$ cat src/rtl/stream_packet_fifo_if.sv
// Avalon-ST packet stream bundle; master drives payload and valid, slave drives ready.
interface stream_packet_fifo_if #(
   parameter int DATA_BYTES = 8
);
   localparam int EMPTY_W = (DATA_BYTES > 1) ? $clog2(DATA_BYTES) : 1;

   logic [DATA_BYTES*8-1:0] data;
   logic [EMPTY_W-1:0]      empty;
   logic                    valid;
   logic                    startofpacket;
   logic                    endofpacket;
   logic                    ready;

   modport master (output data, empty, valid, startofpacket, endofpacket, input ready);
   modport slave  (input data, empty, valid, startofpacket, endofpacket, output ready);
endinterface

$ cat src/rtl/stream_packet_fifo.sv
// Store-and-forward packet buffer: packets become visible only after their EOP beat is stored.
// Optional drop statistics counter enabled by defining STREAM_PACKET_FIFO_STATS_EN.
module stream_packet_fifo #(
   parameter int DATA_BYTES = 8,
   parameter int DEPTH_LOG2 = 5
) (
   input  logic                  clk,
   input  logic                  reset_n,
   stream_packet_fifo_if.slave   stream_in,
   stream_packet_fifo_if.master  stream_out,
   output logic [DEPTH_LOG2:0]   fill_level,
   output logic [15:0]           drop_count
);
   localparam int DATA_W  = DATA_BYTES * 8;
   localparam int EMPTY_W = (DATA_BYTES > 1) ? $clog2(DATA_BYTES) : 1;
   localparam int ENTRY_W = DATA_W + EMPTY_W + 2;
   localparam int DEPTH   = 2 ** DEPTH_LOG2;
   localparam logic [DEPTH_LOG2:0] PTR_ONE   = {{DEPTH_LOG2{1'b0}}, 1'b1};
   localparam logic [DEPTH_LOG2:0] PTR_DEPTH = {1'b1, {DEPTH_LOG2{1'b0}}};

   typedef enum logic [1:0] {
      ST_IDLE  = 2'd0,
      ST_WRITE = 2'd1,
      ST_DROP  = 2'd2
   } state_t;

   logic [ENTRY_W-1:0]    mem_r [DEPTH];
   logic [DEPTH_LOG2:0]   wr_ptr_r;
   logic [DEPTH_LOG2:0]   wr_commit_r;
   logic [DEPTH_LOG2:0]   rd_ptr_r;
   logic [DEPTH_LOG2:0]   wr_ptr_next_s;
   logic [DEPTH_LOG2:0]   wr_commit_next_s;
   logic [DEPTH_LOG2-1:0] mem_idx_s;
   logic                  mem_we_s;
   logic [1:0]            drop_inc_s;
   state_t                state_r;
   state_t                state_next_s;
   logic                  ready_r;
   logic                  full_s;
   logic                  in_beat_s;
   logic                  in_sop_s;
   logic                  in_eop_s;
   logic                  out_valid_s;
   logic                  rd_fire_s;
   logic [ENTRY_W-1:0]    head_s;

   // A new SOP always lands at wr_commit: in IDLE/DROP wr_ptr already equals it, in WRITE it rewinds.
   function automatic state_t sop_next(input logic eop, input logic full);
      if (eop) begin
         return ST_IDLE;
      end else if (full) begin
         return ST_DROP;
      end else begin
         return ST_WRITE;
      end
   endfunction

   assign full_s    = ((wr_ptr_r - rd_ptr_r) == PTR_DEPTH);
   assign in_beat_s = stream_in.valid & ready_r;
   assign in_sop_s  = stream_in.startofpacket;
   assign in_eop_s  = stream_in.endofpacket;

   // Input ready register: low while in reset, high from the first clock afterwards
   always_ff @(posedge clk or negedge reset_n) begin
      if (!reset_n) begin
         ready_r <= 1'b0;
      end else begin
         ready_r <= 1'b1;
      end
   end

   // Write FSM state register
   always_ff @(posedge clk or negedge reset_n) begin
      if (!reset_n) begin
         state_r <= ST_IDLE;
      end else begin
         state_r <= state_next_s;
      end
   end

   // Write FSM next-state logic
   always_comb begin
      state_next_s = state_r;
      if (!in_beat_s) begin
         state_next_s = state_r;
      end else if (in_sop_s) begin
         state_next_s = sop_next(in_eop_s, full_s);
      end else begin
         case (state_r)
            ST_IDLE:  state_next_s = ST_IDLE;
            ST_WRITE: state_next_s = in_eop_s ? ST_IDLE : (full_s ? ST_DROP : ST_WRITE);
            ST_DROP:  state_next_s = in_eop_s ? ST_IDLE : ST_DROP;
            default:  state_next_s = ST_IDLE;
         endcase
      end
   end

   // Write FSM outputs: storage write, pointer moves and drop events
   always_comb begin
      mem_we_s         = 1'b0;
      mem_idx_s        = wr_ptr_r[DEPTH_LOG2-1:0];
      wr_ptr_next_s    = wr_ptr_r;
      wr_commit_next_s = wr_commit_r;
      drop_inc_s       = 2'd0;
      if (!in_beat_s) begin
         mem_we_s = 1'b0;
      end else if (in_sop_s) begin
         // Abandoned partial packet and a new SOP arriving while full each count as one drop
         drop_inc_s = {1'b0, (state_r == ST_WRITE)} + {1'b0, full_s};
         if (full_s) begin
            wr_ptr_next_s = wr_commit_r;
         end else begin
            mem_we_s      = 1'b1;
            mem_idx_s     = wr_commit_r[DEPTH_LOG2-1:0];
            wr_ptr_next_s = wr_commit_r + PTR_ONE;
            if (in_eop_s) begin
               wr_commit_next_s = wr_commit_r + PTR_ONE;
            end else begin
               wr_commit_next_s = wr_commit_r;
            end
         end
      end else if (state_r == ST_WRITE) begin
         if (full_s) begin
            wr_ptr_next_s = wr_commit_r;
            drop_inc_s    = 2'd1;
         end else begin
            mem_we_s      = 1'b1;
            wr_ptr_next_s = wr_ptr_r + PTR_ONE;
            if (in_eop_s) begin
               wr_commit_next_s = wr_ptr_r + PTR_ONE;
            end else begin
               wr_commit_next_s = wr_commit_r;
            end
         end
      end else begin
         mem_we_s = 1'b0;
      end
   end

   // Pointer registers
   always_ff @(posedge clk or negedge reset_n) begin
      if (!reset_n) begin
         wr_ptr_r    <= {(DEPTH_LOG2+1){1'b0}};
         wr_commit_r <= {(DEPTH_LOG2+1){1'b0}};
         rd_ptr_r    <= {(DEPTH_LOG2+1){1'b0}};
      end else begin
         wr_ptr_r    <= wr_ptr_next_s;
         wr_commit_r <= wr_commit_next_s;
         if (rd_fire_s) begin
            rd_ptr_r <= rd_ptr_r + PTR_ONE;
         end else begin
            rd_ptr_r <= rd_ptr_r;
         end
      end
   end

   // Packet storage; contents deliberately left unreset
   always_ff @(posedge clk) begin
      if (mem_we_s) begin
         mem_r[mem_idx_s] <= {stream_in.data, stream_in.empty, in_sop_s, in_eop_s};
      end
   end

   assign out_valid_s = (rd_ptr_r != wr_commit_r);
   assign rd_fire_s   = out_valid_s & stream_out.ready;
   assign head_s      = mem_r[rd_ptr_r[DEPTH_LOG2-1:0]];

   assign stream_in.ready          = ready_r;
   assign stream_out.valid         = out_valid_s;
   assign stream_out.data          = head_s[ENTRY_W-1 -: DATA_W];
   assign stream_out.empty         = head_s[EMPTY_W+1:2];
   assign stream_out.startofpacket = head_s[1];
   assign stream_out.endofpacket   = head_s[0];
   assign fill_level               = wr_ptr_r - rd_ptr_r;

`ifdef STREAM_PACKET_FIFO_STATS_EN
   logic [15:0] drop_count_r;
   logic [16:0] drop_sum_s;

   assign drop_sum_s = {1'b0, drop_count_r} + {15'd0, drop_inc_s};

   // Saturating discarded-packet counter
   always_ff @(posedge clk or negedge reset_n) begin
      if (!reset_n) begin
         drop_count_r <= 16'd0;
      end else if (drop_sum_s[16]) begin
         drop_count_r <= 16'hFFFF;
      end else begin
         drop_count_r <= drop_sum_s[15:0];
      end
   end

   assign drop_count = drop_count_r;
`else
   logic unused_drop_s;

   assign unused_drop_s = ^drop_inc_s;
   assign drop_count    = 16'd0;
`endif

endmodule

$ cat src/flat_wrapper.sv
// flat-port wrapper written by rule: the top's interface ports become plain ports
module stream_packet_fifo_flat 
#(
   parameter int DATA_BYTES = 8,
   parameter int DEPTH_LOG2 = 5
)
  (clk, reset_n, fill_level, drop_count, stream_in_data, stream_in_empty, stream_in_valid, stream_in_startofpacket, stream_in_endofpacket, stream_in_ready, stream_out_data, stream_out_empty, stream_out_valid, stream_out_startofpacket, stream_out_endofpacket, stream_out_ready);
  stream_packet_fifo_if #(.DATA_BYTES(DATA_BYTES)) stream_in_i ();
  stream_packet_fifo_if #(.DATA_BYTES(DATA_BYTES)) stream_out_i ();
  input  logic clk;
  input  logic reset_n;
  output logic [DEPTH_LOG2:0] fill_level;
  output logic [15:0] drop_count;
  input wire logic [$bits(stream_in_i.data)-1:0] stream_in_data;
  input wire logic [$bits(stream_in_i.empty)-1:0] stream_in_empty;
  input wire logic [$bits(stream_in_i.valid)-1:0] stream_in_valid;
  input wire logic [$bits(stream_in_i.startofpacket)-1:0] stream_in_startofpacket;
  input wire logic [$bits(stream_in_i.endofpacket)-1:0] stream_in_endofpacket;
  output wire logic [$bits(stream_in_i.ready)-1:0] stream_in_ready;
  output wire logic [$bits(stream_out_i.data)-1:0] stream_out_data;
  output wire logic [$bits(stream_out_i.empty)-1:0] stream_out_empty;
  output wire logic [$bits(stream_out_i.valid)-1:0] stream_out_valid;
  output wire logic [$bits(stream_out_i.startofpacket)-1:0] stream_out_startofpacket;
  output wire logic [$bits(stream_out_i.endofpacket)-1:0] stream_out_endofpacket;
  input wire logic [$bits(stream_out_i.ready)-1:0] stream_out_ready;
  assign stream_in_i.data = stream_in_data;
  assign stream_in_i.empty = stream_in_empty;
  assign stream_in_i.valid = stream_in_valid;
  assign stream_in_i.startofpacket = stream_in_startofpacket;
  assign stream_in_i.endofpacket = stream_in_endofpacket;
  assign stream_in_ready = stream_in_i.ready;
  assign stream_out_data = stream_out_i.data;
  assign stream_out_empty = stream_out_i.empty;
  assign stream_out_valid = stream_out_i.valid;
  assign stream_out_startofpacket = stream_out_i.startofpacket;
  assign stream_out_endofpacket = stream_out_i.endofpacket;
  assign stream_out_i.ready = stream_out_ready;
  stream_packet_fifo #(.DATA_BYTES(DATA_BYTES), .DEPTH_LOG2(DEPTH_LOG2)) u_core (.clk(clk), .reset_n(reset_n), .stream_in(stream_in_i), .stream_out(stream_out_i), .fill_level(fill_level), .drop_count(drop_count));
endmodule
$ cat config.mk
export PLATFORM = sky130hd
export DESIGN_NAME = stream_packet_fifo_flat
export DESIGN_NICKNAME = d
export VERILOG_FILES = /design/src/rtl/stream_packet_fifo_if.sv /design/src/rtl/stream_packet_fifo.sv /design/src/flat_wrapper.sv
export SDC_FILE = /design/constraint.sdc
export NUM_CORES = 2
export LEC_CHECK = 0
export BUFFER_PORTS_ARGS = -buffer_cell sky130_fd_sc_hd__buf_2
export CAP_MARGIN = 20
export CORE_MARGIN = 2
export CORE_UTILIZATION = 60
export CTS_CLUSTER_DIAMETER = 100
export CTS_CLUSTER_SIZE = 24
export DETAILED_ROUTE_END_ITERATION = 6
export HOLD_SLACK_MARGIN = 0.12
export PLACE_DENSITY = 0.86
export SLEW_MARGIN = 25
export SYNTH_ARGS = -nofsm -noshare
export SYNTH_HDL_FRONTEND = slang
export SYNTH_SLANG_ARGS = --single-unit
$ cat constraint.sdc
create_clock -name clk -period 15.1 [get_ports clk]
set_input_delay 4.53 -clock clk [delete_from_list [all_inputs] [get_ports clk]]
set_output_delay 4.53 -clock clk [all_outputs]
set_load 0.03 [all_outputs]
==> metrics.csv <==
stage,metric,value,unit
outcome,status,"finished, violations left",
outcome,violated checks,design-rule violations,
setup_path,CP max stage delay,850,ps
sta,crit share post-route,63.8,%
sta,Slew @ Worst Pin,1140,ps
power,leakage,28.1,nW
setup_path,slowest cell on the critical path,dfrtp_4,
layout,share of cells above drive strength 1,29.6,%
layout,Layout Nets,3771,
setup_path,"critical path fanouts, max",68,
yosys,sequential fraction of the synthesis area,78.1,%
clock_tree,Worst-path clk slew,110,ps
setup_path,reg2reg end,u_core.mem_r[11][32],
global_route,met1 Use GR,40.7,%
setup_path,FF-to-FF Start,u_core.rd_ptr_r[0],
sta,FMAX,104,MHz
job,max_cap viols,0,
sta,unrepaired setup endpoints after global routing,false,
yosys,Yosys reg bits,2229,
yosys,synth warn,0,
setup_path,"Arr. time, crit path",5110,ps
clock_tree,setup bufs post-CTS,0,
die,Die W,382,um
power,Power Density,171,nW/um^2
global_route,pin count of the biggest net entering global routing,155,
yosys,Netlist cell types,48,
power,Switching Fraction,33.4,%
setup_path,CP required,10570,ps
clock_tree,CTS tree,yes,
sta,setup tns final,0,ps
sta,clock skew,58.7,ps
sta,worst setup margin,5460,ps
drt,Starting DRT DRC Count,6769,
setup_path,CP Cell Sequence,buf_12 -> buf_16 -> buf_4 -> mux4_2 -> mux4_2 -> nand2_1 -> nand2_1 -> buf_2,
power,Seq pwr share,45.1,%
global_route,grt met3 use,5.37,%
global_route,initial antenna violation count,13,
setup_path,critical path's top delay family,buffers and inverters,
sta,setup violators final,0,
power,Net Switching,5.26,mW
sta,hold slack,559,ps
drt,antenna-violating nets left,0,
global_route,GRT Residual Overflow,0,
die,full die area,146000,sq um
setup_path,worst path bufs/invs,4,
global_route,Most Crowded Layer GR,met2,
power,Cell Int Power,10.5,mW
layout,Layout area overhead,7.51,%
drt,Vias,41700,
clock_tree,post-CTS sizing,0,
power,Worst VDD drop,0.172,mV
die,row cnt,138,
hold_path,Min-Delay Endpoint,u_core.state_r[0],
clock_tree,Clock Latency Late Sink,800,ps
place,Final GP Congestion,0.805,
yosys,Mapped Cells,3536,
sta,number of hold violations in the final report,0,
place,pre-CTS WS,5320,ps
power,clock share of power,20.2,%
die,# IOs,166,
clock_tree,CTS root buffer,clkbuf_16,
die,core footprint,142000,sq um
drt,DRC viols,1,
yosys,Avg Inst Size Synth,24.2,sq um
clock_tree,CTS sink count,2229,
global_route,vias in the first global route,41600,
die,Initial Util,60.4,%
layout,"commonest non-fill, non-tap cells in the layout","edfxtp_1, mux4_2, nand2_1, buf_2, clkbuf_16",
drt,drt total wl,230000,um
place,hpwl dp,122000,um
setup_path,worst reg2reg path depth,10,
drt,DR vias/cell,7.43,
clock_tree,Clock Tree Buf Depth,3,
yosys,Post-Syn Area,85500,sq um
global_route,met2 Resource Use GR,52.7,%
setup_path,R2R setup slack,9330,ps
setup_path,crit path capture type,output pin,
yosys,Post-synth EDFFs,2208,
hold_path,hold depth,2,
hold_path,HP Start,u_core.state_r[0],
global_route,global-route wire length before repair,322000,um
layout,"commonest non-fill, non-tap cell in the layout",edfxtp_1,
global_route,GRT Total Usage,31.8,%
sta,minimum clock period,9640,ps
setup_path,Worst setup SP type,flip-flop,
power,Comb power frac,34.7,%
clock_tree,cts bufs inserted,105,
yosys,async set-reset flop share out of synthesis,0.942,%
hold_path,HP Class,reg -> reg,
drt,DRT Pass-1 Iters,7,
yosys,Post-synth top flop,edfxtp_1,
setup_path,kind of critical path,reg -> out,
sta,fin. max-slew vios,0,
clock_tree,H-tree levels,3,
drt,DR WL/cell,41.0,um
sta,Rel. slew slack,24.0,%
place,I/O Buffers,149,
die,DIE HEIGHT,382,um
layout,Fillers,8313,
clock_tree,cts hold-fix bufs,0,
## power by group through the flow
stage | registers (mW) | clock network, mW | logic (mW)
6_report | 7.11 | 3.18 | 5.47
5_1_grt | 7.12 | 3.35 | 5.66
4_1_cts | 7.10 | 3.18 | 5.42
3_3_place_gp | 7.22 | 0 | 5.11
2_1_floorplan | 7.11 | 0 | 3.81
3_5_place_dp | 7.24 | 0 | 5.30
## cells by family (layout without fill, tap and decap cells)
group                      Yosys count  in the layout  synth area share (%)
DFF                               2229           2229                  78.1
buffers and inverters              215            371                  1.21
muxes                              699            699                  18.3
adders and majority gates           11             11                 0.170
AOI/OAI and AO/OA                   71             71                 0.494
and+or+nand+nor                    286            286                  1.46
xor gates and xnor gates            23             23                 0.236
other                                2             28               0.00878
## state kept, by name, indices dropped and copies added, names as in the netlist
name and count:
u_core.stream_in.ready 1, u_core.wr_commit_r 6, u_core.state_r 2, u_core.rd_ptr_r 6, u_core.wr_ptr_r 6, u_core.mem_r 2208
## stage by stage
step	total power [mW]	instance area, sq um	utilization [%]	cells
6_report	15.8	91900	64.9	5608
5_1_grt	16.1	91900	64.9	5604
4_1_cts	15.7	91800	64.8	5592
3_5_place_dp	12.5	88900	62.8	5465
3_3_place_gp	12.3	88700	62.7	5459
2_1_floorplan	10.9	85600	-	3551
## area by class of cell
| cell class | count | area, sq um | area share (%) |
|---|---|---|---|
| diodes | 11 | 27.5 | 0.0299 |
| clock buffers | 115 | 2690 | 2.92 |
| clock inverters | 12 | 211 | 0.230 |
| inverters | 14 | 62.6 | 0.0680 |
| multi-input cells | 1107 | 18100 | 19.7 |
| flip-flops and latches | 2229 | 66800 | 72.7 |
| well taps | 1890 | 2360 | 2.57 |
| repair buffers | 230 | 1650 | 1.79 |
## worst register-to-register path, cell delays in order, from the launching register on
cell	delay, ps
dfrtp_4	850
ha_1	280
inv_1	60
fa_1	400
a21o_1	170
a21oi_1	170
xor2_1	290
o2111a_1	660
o2111ai_2	500
a21oi_4	940
buf_4	980
## how the worst max path moves through the flow
stage,cells after the start,to,startpoint
after global placement,8,u_core.mem_r[4][22],stream_in_startofpacket
after floorplan,4,u_core.mem_r[12][0],stream_in_startofpacket
after detailed placement,8,u_core.mem_r[10][18],stream_in_startofpacket
after global routing,8,stream_out_data[24],u_core.rd_ptr_r[0]
after CTS,7,stream_out_data[30],u_core.rd_ptr_r[0]
final,8,stream_out_data[26],u_core.rd_ptr_r[0]
## routing by layer
metal	part of all wire, %	vias up
met5	0.017	-
met4	7.0	6
met3	11	738
met2	50	4038
met1	32	21700
li1	-	15200
## cell usage after synthesis (all sizes together), types with 11 or more instances
master | instances | area [sq um]
xnor2 | 11 | 96.3
nand2 | 232 | 871
edfxtp | 2208 | 66300
inv | 14 | 52.6
xor2 | 12 | 105
buf | 117 | 671
a21oi | 38 | 190
o21ai | 11 | 55.1
dfrtp | 21 | 526
clkbuf | 84 | 315
mux4 | 690 | 15500
nor2 | 13 | 48.8
Note: power is estimated with default switching activity, not from simulation.
